## config.mk

```make
export PLATFORM = sky130hd
export DESIGN_NAME = divider_arbiter_flat
export DESIGN_NICKNAME = d
export VERILOG_FILES = /design/src/rtl/divider_pkg.sv /design/src/rtl/divider_arbiter_if.sv /design/src/rtl/divider_param.sv /design/src/rtl/divider_arbiter.sv /design/src/flat_wrapper.sv
export SDC_FILE = /design/constraint.sdc
export NUM_CORES = 1
export LEC_CHECK = 0
export CAP_MARGIN = 25
export CORE_UTILIZATION = 25
export CTS_BUF_LIST = sky130_fd_sc_hd__clkbuf_8
export DETAILED_ROUTE_END_ITERATION = 12
export PLACE_DENSITY = 0.57
export REMOVE_ABC_BUFFERS = 1
export SLEW_MARGIN = 20
export SYNTH_ARGS = -nofsm -noshare
export SYNTH_HDL_FRONTEND = slang
export SYNTH_SLANG_ARGS = --single-unit
```

## constraint.sdc

```tcl
create_clock -name clk -period 8.8 [get_ports clk]
set_input_delay 1.76 -clock clk [delete_from_list [all_inputs] [get_ports clk]]
set_output_delay 1.76 -clock clk [all_outputs]
set_load 0.02 [all_outputs]
```

## src/rtl/divider_pkg.sv

```systemverilog
// Shared FSM encoding and round-robin helper for the divider arbiter.
package divider_pkg;

  typedef enum logic [2:0] {
    ARB       = 3'd0,
    LAUNCH    = 3'd1,
    WAIT_BUSY = 3'd2,
    WAIT_DONE = 3'd3,
    RESP      = 3'd4
  } state_e;

  // Pointer to the requester after id, wrapping to 0 past n-1.
  function automatic int unsigned rr_advance(input int unsigned id, input int unsigned n);
    return (id + 1 >= n) ? 0 : id + 1;
  endfunction

endpackage

```

## src/rtl/divider_arbiter_if.sv

```systemverilog
// Requester-facing bus of the divider arbiter: flat operand buses plus result return.
interface divider_arbiter_if #(
  parameter int unsigned WIDTH = 32,
  parameter int unsigned N_REQ = 4,
  parameter int unsigned ID_W  = 2
);
  logic [N_REQ-1:0]       req;
  logic [N_REQ*WIDTH-1:0] dividend_in;
  logic [N_REQ*WIDTH-1:0] divisor_in;
  logic [N_REQ-1:0]       ack;
  logic                   res_valid;
  logic [ID_W-1:0]        res_id;
  logic [WIDTH-1:0]       quotient;
  logic [WIDTH-1:0]       remainder;
  logic                   div_err;
  logic                   busy;

  modport master (
    output req, dividend_in, divisor_in,
    input  ack, res_valid, res_id, quotient, remainder, div_err, busy
  );

  modport slave (
    input  req, dividend_in, divisor_in,
    output ack, res_valid, res_id, quotient, remainder, div_err, busy
  );
endinterface

```

## src/rtl/divider_param.sv

```systemverilog
// Sequential restoring divider: one quotient bit per cycle, WIDTH cycles per operation.
module divider_param #(
  parameter int unsigned WIDTH = 32,
  parameter int unsigned CNT_W = 5
) (
  input  logic             clk,
  input  logic             rst,
  input  logic             strt,
  input  logic [WIDTH-1:0] dividend,
  input  logic [WIDTH-1:0] divisor,
  output logic [WIDTH-1:0] quotient,
  output logic [WIDTH-1:0] remainder,
  output logic             idle,
  output logic             not_valid
);

  logic [WIDTH:0]   acc;
  logic [WIDTH-1:0] dvs;
  logic [CNT_W-1:0] cnt;
  logic [WIDTH:0]   shifted_c;
  logic [WIDTH:0]   diff_c;

  // Partial remainder shifted left with the next dividend bit, then trial-subtracted.
  assign shifted_c = {acc[WIDTH-1:0], quotient[WIDTH-1]};
  assign diff_c    = shifted_c - {1'b0, dvs};
  assign remainder = acc[WIDTH-1:0];

  always_ff @(posedge clk or posedge rst) begin
    if (rst) begin
      acc       <= '0;
      dvs       <= '0;
      cnt       <= '0;
      quotient  <= '0;
      idle      <= 1'b1;
      not_valid <= 1'b0;
    end else if (idle) begin
      if (strt) begin
        acc       <= '0;
        dvs       <= divisor;
        quotient  <= dividend;
        cnt       <= CNT_W'(WIDTH - 1);
        idle      <= 1'b0;
        not_valid <= (divisor == '0);
      end
    end else begin
      if (!diff_c[WIDTH]) begin
        acc      <= diff_c;
        quotient <= {quotient[WIDTH-2:0], 1'b1};
      end else begin
        acc      <= shifted_c;
        quotient <= {quotient[WIDTH-2:0], 1'b0};
      end
      if (cnt == '0) idle <= 1'b1;
      else           cnt  <= cnt - CNT_W'(1);
    end
  end

endmodule

```

## src/rtl/divider_arbiter.sv

```systemverilog
// Round-robin arbiter sharing one sequential divider among N_REQ requesters.
module divider_arbiter
  import divider_pkg::*;
#(
  parameter int unsigned WIDTH = 32,
  parameter int unsigned CNT_W = 5,
  parameter int unsigned N_REQ = 4,
  parameter int unsigned ID_W  = 2
) (
  input  logic              clk,
  input  logic              rst,
  divider_arbiter_if.slave  bus
);

  state_e           state;
  state_e           state_d;
  logic [ID_W-1:0]  rr_ptr;
  logic [ID_W-1:0]  cur_id;
  logic [ID_W-1:0]  idx_c;
  logic [ID_W-1:0]  grant_id_c;
  logic             grant_c;
  logic [WIDTH-1:0] op_dvd;
  logic [WIDTH-1:0] op_dvs;
  logic             strt;
  logic [WIDTH-1:0] div_q;
  logic [WIDTH-1:0] div_r;
  logic             div_idle;
  logic             div_nv;

  // First pending requester at or after rr_ptr, wrapping modulo N_REQ.
  always_comb begin
    grant_c    = 1'b0;
    grant_id_c = '0;
    idx_c      = '0;
    for (int unsigned k = 0; k < N_REQ; k++) begin
      idx_c = ID_W'((32'(rr_ptr) + k) % N_REQ);
      if (!grant_c && bus.req[idx_c]) begin
        grant_c    = 1'b1;
        grant_id_c = idx_c;
      end
    end
  end

  always_ff @(posedge clk or posedge rst) begin
    if (rst) state <= ARB;
    else     state <= state_d;
  end

  always_comb begin
    state_d = state;
    unique case (state)
      ARB:       if (grant_c)   state_d = LAUNCH;
      LAUNCH:                   state_d = WAIT_BUSY;
      WAIT_BUSY: if (!div_idle) state_d = WAIT_DONE;
      WAIT_DONE: if (div_idle)  state_d = RESP;
      RESP:                     state_d = ARB;
      default:                  state_d = ARB;
    endcase
  end

  // Operand capture, handshake pulses and result registers.
  always_ff @(posedge clk or posedge rst) begin
    if (rst) begin
      rr_ptr        <= '0;
      cur_id        <= '0;
      op_dvd        <= '0;
      op_dvs        <= '0;
      strt          <= 1'b0;
      bus.ack       <= '0;
      bus.res_valid <= 1'b0;
      bus.res_id    <= '0;
      bus.quotient  <= '0;
      bus.remainder <= '0;
      bus.div_err   <= 1'b0;
      bus.busy      <= 1'b0;
    end else begin
      bus.ack       <= '0;
      bus.res_valid <= 1'b0;
      strt          <= 1'b0;
      bus.busy      <= (state_d != ARB);
      if (state == ARB && grant_c) begin
        cur_id  <= grant_id_c;
        op_dvd  <= bus.dividend_in[32'(grant_id_c)*WIDTH +: WIDTH];
        op_dvs  <= bus.divisor_in[32'(grant_id_c)*WIDTH +: WIDTH];
        bus.ack <= N_REQ'(1) << grant_id_c;
        strt    <= 1'b1;
      end
      if (state == WAIT_DONE && div_idle) begin
        bus.quotient  <= div_q;
        bus.remainder <= div_r;
        bus.div_err   <= div_nv;
        bus.res_id    <= cur_id;
        bus.res_valid <= 1'b1;
      end
      if (state == RESP) rr_ptr <= ID_W'(rr_advance(32'(cur_id), N_REQ));
    end
  end

  divider_param #(.WIDTH(WIDTH), .CNT_W(CNT_W)) u_div (
    .clk       (clk),
    .rst       (rst),
    .strt      (strt),
    .dividend  (op_dvd),
    .divisor   (op_dvs),
    .quotient  (div_q),
    .remainder (div_r),
    .idle      (div_idle),
    .not_valid (div_nv)
  );

endmodule

```

## src/flat_wrapper.sv

```systemverilog
// flat-port wrapper written by rule: the top's interface ports become plain ports
module divider_arbiter_flat import divider_pkg::*;
#(
  parameter int unsigned WIDTH = 32,
  parameter int unsigned CNT_W = 5,
  parameter int unsigned N_REQ = 4,
  parameter int unsigned ID_W  = 2
)
  (clk, rst, bus_req, bus_dividend_in, bus_divisor_in, bus_ack, bus_res_valid, bus_res_id, bus_quotient, bus_remainder, bus_div_err, bus_busy);
  divider_arbiter_if #(.WIDTH(WIDTH), .N_REQ(N_REQ), .ID_W(ID_W)) bus_i ();
  input  logic clk;
  input  logic rst;
  input wire logic [$bits(bus_i.req)-1:0] bus_req;
  input wire logic [$bits(bus_i.dividend_in)-1:0] bus_dividend_in;
  input wire logic [$bits(bus_i.divisor_in)-1:0] bus_divisor_in;
  output wire logic [$bits(bus_i.ack)-1:0] bus_ack;
  output wire logic [$bits(bus_i.res_valid)-1:0] bus_res_valid;
  output wire logic [$bits(bus_i.res_id)-1:0] bus_res_id;
  output wire logic [$bits(bus_i.quotient)-1:0] bus_quotient;
  output wire logic [$bits(bus_i.remainder)-1:0] bus_remainder;
  output wire logic [$bits(bus_i.div_err)-1:0] bus_div_err;
  output wire logic [$bits(bus_i.busy)-1:0] bus_busy;
  assign bus_i.req = bus_req;
  assign bus_i.dividend_in = bus_dividend_in;
  assign bus_i.divisor_in = bus_divisor_in;
  assign bus_ack = bus_i.ack;
  assign bus_res_valid = bus_i.res_valid;
  assign bus_res_id = bus_i.res_id;
  assign bus_quotient = bus_i.quotient;
  assign bus_remainder = bus_i.remainder;
  assign bus_div_err = bus_i.div_err;
  assign bus_busy = bus_i.busy;
  divider_arbiter #(.WIDTH(WIDTH), .CNT_W(CNT_W), .N_REQ(N_REQ), .ID_W(ID_W)) u_core (.clk(clk), .rst(rst), .bus(bus_i));
endmodule
```

# [Word level (Yosys, flattened, before mapping)]
# Index checks and enable logic that the tools add are counted.
[word_totals] register_bits=248 latch_bits=0 mem_bits_rw=0 rom_bits=0 inputBits=262 out_inout_bits=73 elab_cells=89 n_memories=0
[classes] addsub=6 n_mul=0 div_mod_pow=0 n_lt_le_gt_ge=5 eq_ne=6 n_shift=3 n_mux=36 bitwise_logic=0 reduce_logical=14
[op_table] cell="$shiftx A128 B8 Y32" n=2
[op_table] cell="$mux W32" n=5
[op_table] cell="$sub A33 B32 Y33" n=1
[op_table] cell="$logic_not A32 Y1" n=1
[op_table] cell="$mux W5" n=3
[op_table] cell="$mux W1" n=14
[op_table] cell="$lt A2 B3 Y1 const B" n=4
[op_table] cell="$pmux W3 S4" n=1
[op_table] cell="$mux W2" n=5
[op_table] cell="$mux W3" n=3
[op_table] cell="$bmux W1 S2" n=4
[op_table] cell="$eq A3 B2 Y1 const B" n=2
[op_table] cell="$logic_and A1 B1 Y1" n=5
[op_table] cell="$logic_not A5 Y1" n=1
[op_table] cell="$sub A5 B1 Y5 const B" n=1
[op_table] cell="$add A2 B2 Y2 const B" n=2
[op_table] cell="$mux W4" n=1
[op_table] cell="$reduce_and A2 Y1" n=2
[op_table] cell="$shl A1 B2 Y4 const A" n=1
[op_table] cell="$add A2 B1 Y3 const B" n=1
[op_table] cell="$eq A3 B1 Y1 const B" n=1
[op_table] cell="$eq A3 B3 Y1 const B" n=1
[op_table] cell="$ge A3 B3 Y1 const B" n=1
[op_table] cell="$logic_not A1 Y1" n=3
[op_table] cell="5 further kinds" n=5

# [Depth between registers and ports, before layout]
[logic_depth] depth_word=15 depth_mapped=14

# [Modules after synthesis]
# Synthesis repeated with hierarchy kept, for this count alone.
[unflattened] hier_cells=1467 area_unflattened_um2=13361.6
[modules_own_cells] mod="divider_arbiter" n_inst=1 cells_each=804 area_per_inst_um2=7104.3 seq_area_each_um2=3628.5
[modules_own_cells] mod="divider_param" n_inst=1 cells_each=663 area_per_inst_um2=6257.3 seq_area_each_um2=2578.7

# [Least setup slack after synthesis]
# Ideal clock, no wire load.
[synth_timing] path_kind="input port to flip-flop" startpoint="input port bus_req[0]" endpoint="register u_core.op_dvd[31]" arrival_ns=3.151 required_ns=8.717 setup_slack_ns=5.566 cell_stages=9 path_buffers=2 cell_sequence="a21oi_1 > o21a_1 > o22ai_1 > clkbuf_1 > clkbuf_1 > nand2_1 > nand3_1 > o21ai_0 > o21ai_0"
[synth_via] elab_chain_cells=13
[synth_lines] item="start, declared" line="flat_wrapper.sv:13" rtl="input wire logic [$bits(bus_i.req)-1:0] bus_req;"
[synth_lines] item="$bmux W1 S2" line="divider_arbiter.sv:37" rtl="if (!grant_c && bus.req[idx_c]) begin"
[synth_lines] item="$mux W1 (not written as such)" line="divider_arbiter.sv:37"
[synth_lines] item="$mux W1" line="divider_arbiter.sv:37"
[synth_lines] item="$logic_not A1 Y1" line="divider_arbiter.sv:37"
[synth_lines] item="$logic_and A1 B1 Y1" line="divider_arbiter.sv:37"
[synth_lines] item="$mux W1" line="divider_arbiter.sv:37"
[synth_lines] item="$logic_not A1 Y1" line="divider_arbiter.sv:37"
[synth_lines] item="$logic_and A1 B1 Y1" line="divider_arbiter.sv:37"
[synth_lines] item="$mux W1" line="divider_arbiter.sv:37"
[synth_lines] item="$logic_not A1 Y1" line="divider_arbiter.sv:37"
[synth_lines] item="$logic_and A1 B1 Y1" line="divider_arbiter.sv:37"
[synth_lines] item="$mux W2 / $mux W1 (equally long branches)" line="divider_arbiter.sv:37"
[synth_lines] item="$shiftx A128 B8 Y32 / $logic_and A1 B1 Y1 (equally long branches)" line="divider_arbiter.sv:83, divider_arbiter.sv:81"
[synth_lines] item="end signal, assigned" line="divider_arbiter.sv:83" rtl="op_dvd <= bus.dividend_in[32'(grant_id_c)*WIDTH +: WIDTH];"
[synth_lines] item="end, declared" line="divider_arbiter.sv:22" rtl="logic [WIDTH-1:0] op_dvd;"
# Several ways; a longest one is shown, not always the timed one. The select of a mux whose other input is x is not followed.
# A chain may end at the register's enable or synchronous reset.

# [Worst setup path after layout]
[layout_timing] startpoint="input port bus_req[0]" endpoint="register u_core.op_dvs[19]"
[layout_via] elab_chain_cells=13
[layout_lines] item="$bmux W1 S2" line="divider_arbiter.sv:37"
[layout_lines] item="$mux W1 (not written as such)" line="divider_arbiter.sv:37"
[layout_lines] item="$mux W1" line="divider_arbiter.sv:37"
[layout_lines] item="$logic_not A1 Y1" line="divider_arbiter.sv:37"
[layout_lines] item="$logic_and A1 B1 Y1" line="divider_arbiter.sv:37"
[layout_lines] item="$mux W1" line="divider_arbiter.sv:37"
[layout_lines] item="$logic_not A1 Y1" line="divider_arbiter.sv:37"
[layout_lines] item="$logic_and A1 B1 Y1" line="divider_arbiter.sv:37"
[layout_lines] item="$mux W1" line="divider_arbiter.sv:37"
[layout_lines] item="$logic_not A1 Y1" line="divider_arbiter.sv:37"
[layout_lines] item="$logic_and A1 B1 Y1" line="divider_arbiter.sv:37"
[layout_lines] item="$mux W2 / $mux W1 (equally long branches)" line="divider_arbiter.sv:37"
[layout_lines] item="$shiftx A128 B8 Y32 / $logic_and A1 B1 Y1 (equally long branches)" line="divider_arbiter.sv:84, divider_arbiter.sv:81"
[layout_lines] item="end signal, assigned" line="divider_arbiter.sv:84" rtl="op_dvs <= bus.divisor_in[32'(grant_id_c)*WIDTH +: WIDTH];"
[layout_lines] item="end, declared" line="divider_arbiter.sv:23" rtl="logic [WIDTH-1:0] op_dvs;"
# Several ways; a longest one is shown, not always the timed one. The select of a mux whose other input is x is not followed.

==> flow_summary.ini <==
[timing]
tns_ps = 0
rsz0062_at_grt = false
fin_crit_ps = 4188
fin_skew_ps = 25.86
clock.fmax_mhz = 238.8
slew_violations = 0
setup_viol = 0
relSlewSlack_pct = 34.73
finalHoldViolCount = 0
worst_slew_pin_slew_ps = 979.0
period_share_pct = 47.59

[critical_path]
critPathCaptureType = register
rr_worst_depth = 14
crit_type = in -> reg
reg2reg_setup_slack_ps = 4900
cp_max_fo = 91
startpoint_type = primary input
rr_endpoint = u_core.u_div.acc[27]$_DFFE_PP0P_
r2r-start = u_core.u_div.quotient[31]$_DFFE_PP0P_
worstPathArrival_ps = 4690
cp.required_ps = 9300

[floorplanning]
die_w_microns = 235.0
coreArea_sq_um = 53710
die_y_microns = 235.0
rows = 85
start_util_pct = 25.27
dieArea_sq_um = 55230
ioPinCount = 335

[cts]
cts_tree = yes
hold_buffers = 0
post_cts_buffers = 0
clk_pin_slew_ps = 60
clockRootBuffer = clkbuf_8
cts_sinks = 248
numCtsBuffers = 44
clockBufferDepth = 3
cts-resized-gates = 0
clock_latency_ps = 600
h-tree-depth = 2

[detailed_routing]
firstDrtPassIters = 4
detail-route-antenna-nets = 0
vias = 12200
drt_iter0_markers = 428
drt-total-wl_microns = 40560
viasPerCell = 4.501
wire_per_inst_microns = 14.97
drcViolationCount = 0

[placement]
place_congestion = 0.8639
port-buffer-count = 334
postPlaceCellArea_sq_um = 17530
dp_hpwl_microns = 28660

[yosys]
synth_top_area_share_pct = 45.54
ys_ff_latch = 248
syn_avg_cell_area_sq_um = 8.046
ys.flop_type = dfrtp_1
ys_warn_count = 0
synth_top_cell_by_area = dfrtp_1
synth-compound-area-share_pct = 13.00
netlist_instances = 1687
synthXorXnorAreaFrac_pct = 2.129
synth_top_family_by_area = simple AND/OR/NAND/NOR gates
synthAdderAreaFrac_pct = 3.374
synthMuxAreaShare_pct = 6.794
syn_area_sq_um = 13570
ys_seq_area_share_pct = 45.73
async_reset_ff_share_pct = 100.0
synth_cell_types = 61
yosys-top-cells-area = dfrtp_1 46%, nand2_1 18%, o21ai_0 5.4%, mux2i_1 4.1%, ha_1 3.2%
synth-edff-count = 0
synth_simple_gate_area_share_pct = 24.58

[min_path]
holdCritPathClass = reg -> reg
holdPathStages = 2
hold_end = u_core.bus.quotient[1]$_DFFE_PP0P_
min_from = u_core.bus.quotient[1]$_DFFE_PP0P_

[final_layout]
fin_area_sq_um = 18520
multi_input_area_sq_um = 6810
final_common_cell = nand2_1
area_growth_pct = 36.48
drive_gt1_share_pct = 6.359
final_cell_mix = 636 x nand2_1, 334 x clkdlybuf4s50_1, 246 x dfrtp_1, 146 x o21ai_0, 72 x a21oi_1
fill_cells = 5615
final_net_count = 2276
ff_latch_area_sq_um = 6212

[global_routing]
grt_overflow = 0
grt_pass1_vias = 12380
grt_first_pass_wirelength_microns = 65260
antenna_found_initial = 4
grt.total_usage_pct = 14.68
grt_max_degree = 138

[pwr]
powerDensity_nw_per_um2 = 143.7
leakagePower_uw = 0.008870
vdd_drop_max_mv = 0.07445

[run]
cap_violations = 0

[status]
outcome = finished clean
[registers in the layout, indices dropped and copies added, names as in the netlist]
name	cells
u_core.cur_id	2
u_core.bus.busy	1
u_core.bus.remainder	32
u_core.state	3
u_core.u_div.acc	32
u_core.u_div.not_valid	1
u_core.strt	1
u_core.u_div.cnt	5
u_core.u_div.quotient	32
u_core.bus.quotient	32
u_core.u_div.dvs	32
u_core.bus.res_id	2
u_core.bus.ack	4
u_core.rr_ptr	2
u_core.u_div.idle	1
u_core.bus.div_err	1
u_core.op_dvs	32
u_core.op_dvd	32
u_core.bus.res_valid	1
[logic make-up (layout without fill, tap and decap cells)]
| group | count (synthesis) | after routing |
|---|---|---|
| simple gates | 823 | 823 |
| compound gates | 309 | 309 |
| flops | 248 | 248 |
| buf+inv | 150 | 476 |
| mux | 88 | 88 |
| fa+ha+maj | 36 | 36 |
| xor+xnor | 33 | 33 |
| other cells | 0 | 1 |
[metal layers]
layer	wire length [microns]	track usage [%]	up-vias
li1	-	-	6207
met1	17740	17.68	5673
met2	19840	25.89	249
met3	1846	2.632	67
met4	1125	5.642	2
met5	13	0	-
[cells in the mapped netlist, types with 4 or more instances]
| master | n |
|---|---|
| nand2_1 | 636 |
| dfrtp_1 | 247 |
| o21ai_0 | 146 |
| clkbuf_1 | 88 |
| a21oi_1 | 72 |
| nand3_1 | 71 |
| nor2_1 | 59 |
| mux2i_1 | 55 |
| inv_1 | 48 |
| ha_1 | 35 |
| mux2_2 | 33 |
| o21ai_1 | 25 |
| xnor2_1 | 20 |
| a21o_1 | 19 |
| xor2_1 | 13 |
| nor4_1 | 10 |
| buf_1 | 9 |
| nand2b_1 | 8 |
| nand4_1 | 8 |
| nor3_1 | 8 |
| and2_1 | 7 |
| a221o_1 | 6 |
| o31ai_1 | 6 |
| a31oi_1 | 5 |
| buf_6 | 4 |
| o211ai_1 | 4 |
[worst max-delay path, cell delays in order]
cell	delay (ps)
clkdlybuf4s50_1	540
a21oi_1	100
o21a_1	230
o22ai_4	560
buf_4	790
nand2_1	120
nand3_1	110
o21ai_0	170
o21ai_0	210
[power breakdown]
group / total (uW) / switching, uW / internal [uW]
Clock: 1180 / 494 / 690
Sequential: 1210 / 31.4 / 1180
Combinational: 269 / 122 / 148
[layout make-up]
class | instances | share of cell area, %
diodes | 1 | 0.01351
clock buffers | 56 | 4.161
inverters | 48 | 1.013
repair buffers | 347 | 18.68
multi-input cells | 1289 | 36.76
well taps | 696 | 4.701
clock inverters | 25 | 1.128
flip-flops and latches | 248 | 33.54
[through the flow]
stage	utilization (%)	hold WS (ps)	power, uW	setup slack, ps	std cells
after global routing	34.49	496.1	2792	4391	2710
final	34.49	469.7	2662	4612	2710
after global placement	32.63	459.1	1501	3736	2627
after detailed placement	32.63	460.8	1506	3657	2627
after CTS	34.46	477.1	2715	4334	2708
after floorplan	-	438.6	1341	226.7	1585
[worst max path at each step]
stage	start	end	slack (ps)	depth (start not counted)
floorplan	rst	u_core.bus.ack[0]$_DFF_PP0_	230	1
global placement	bus_req[0]	u_core.op_dvs[19]$_DFFE_PP0P_	3740	9
detailed placement	bus_req[0]	u_core.op_dvs[19]$_DFFE_PP0P_	3660	9
CTS	bus_req[0]	u_core.op_dvs[19]$_DFFE_PP0P_	4330	9
global route	bus_req[0]	u_core.op_dvs[27]$_DFFE_PP0P_	4390	9
finish	bus_req[0]	u_core.op_dvs[19]$_DFFE_PP0P_	4610	9
Note: power is estimated with default switching activity, not from simulation.
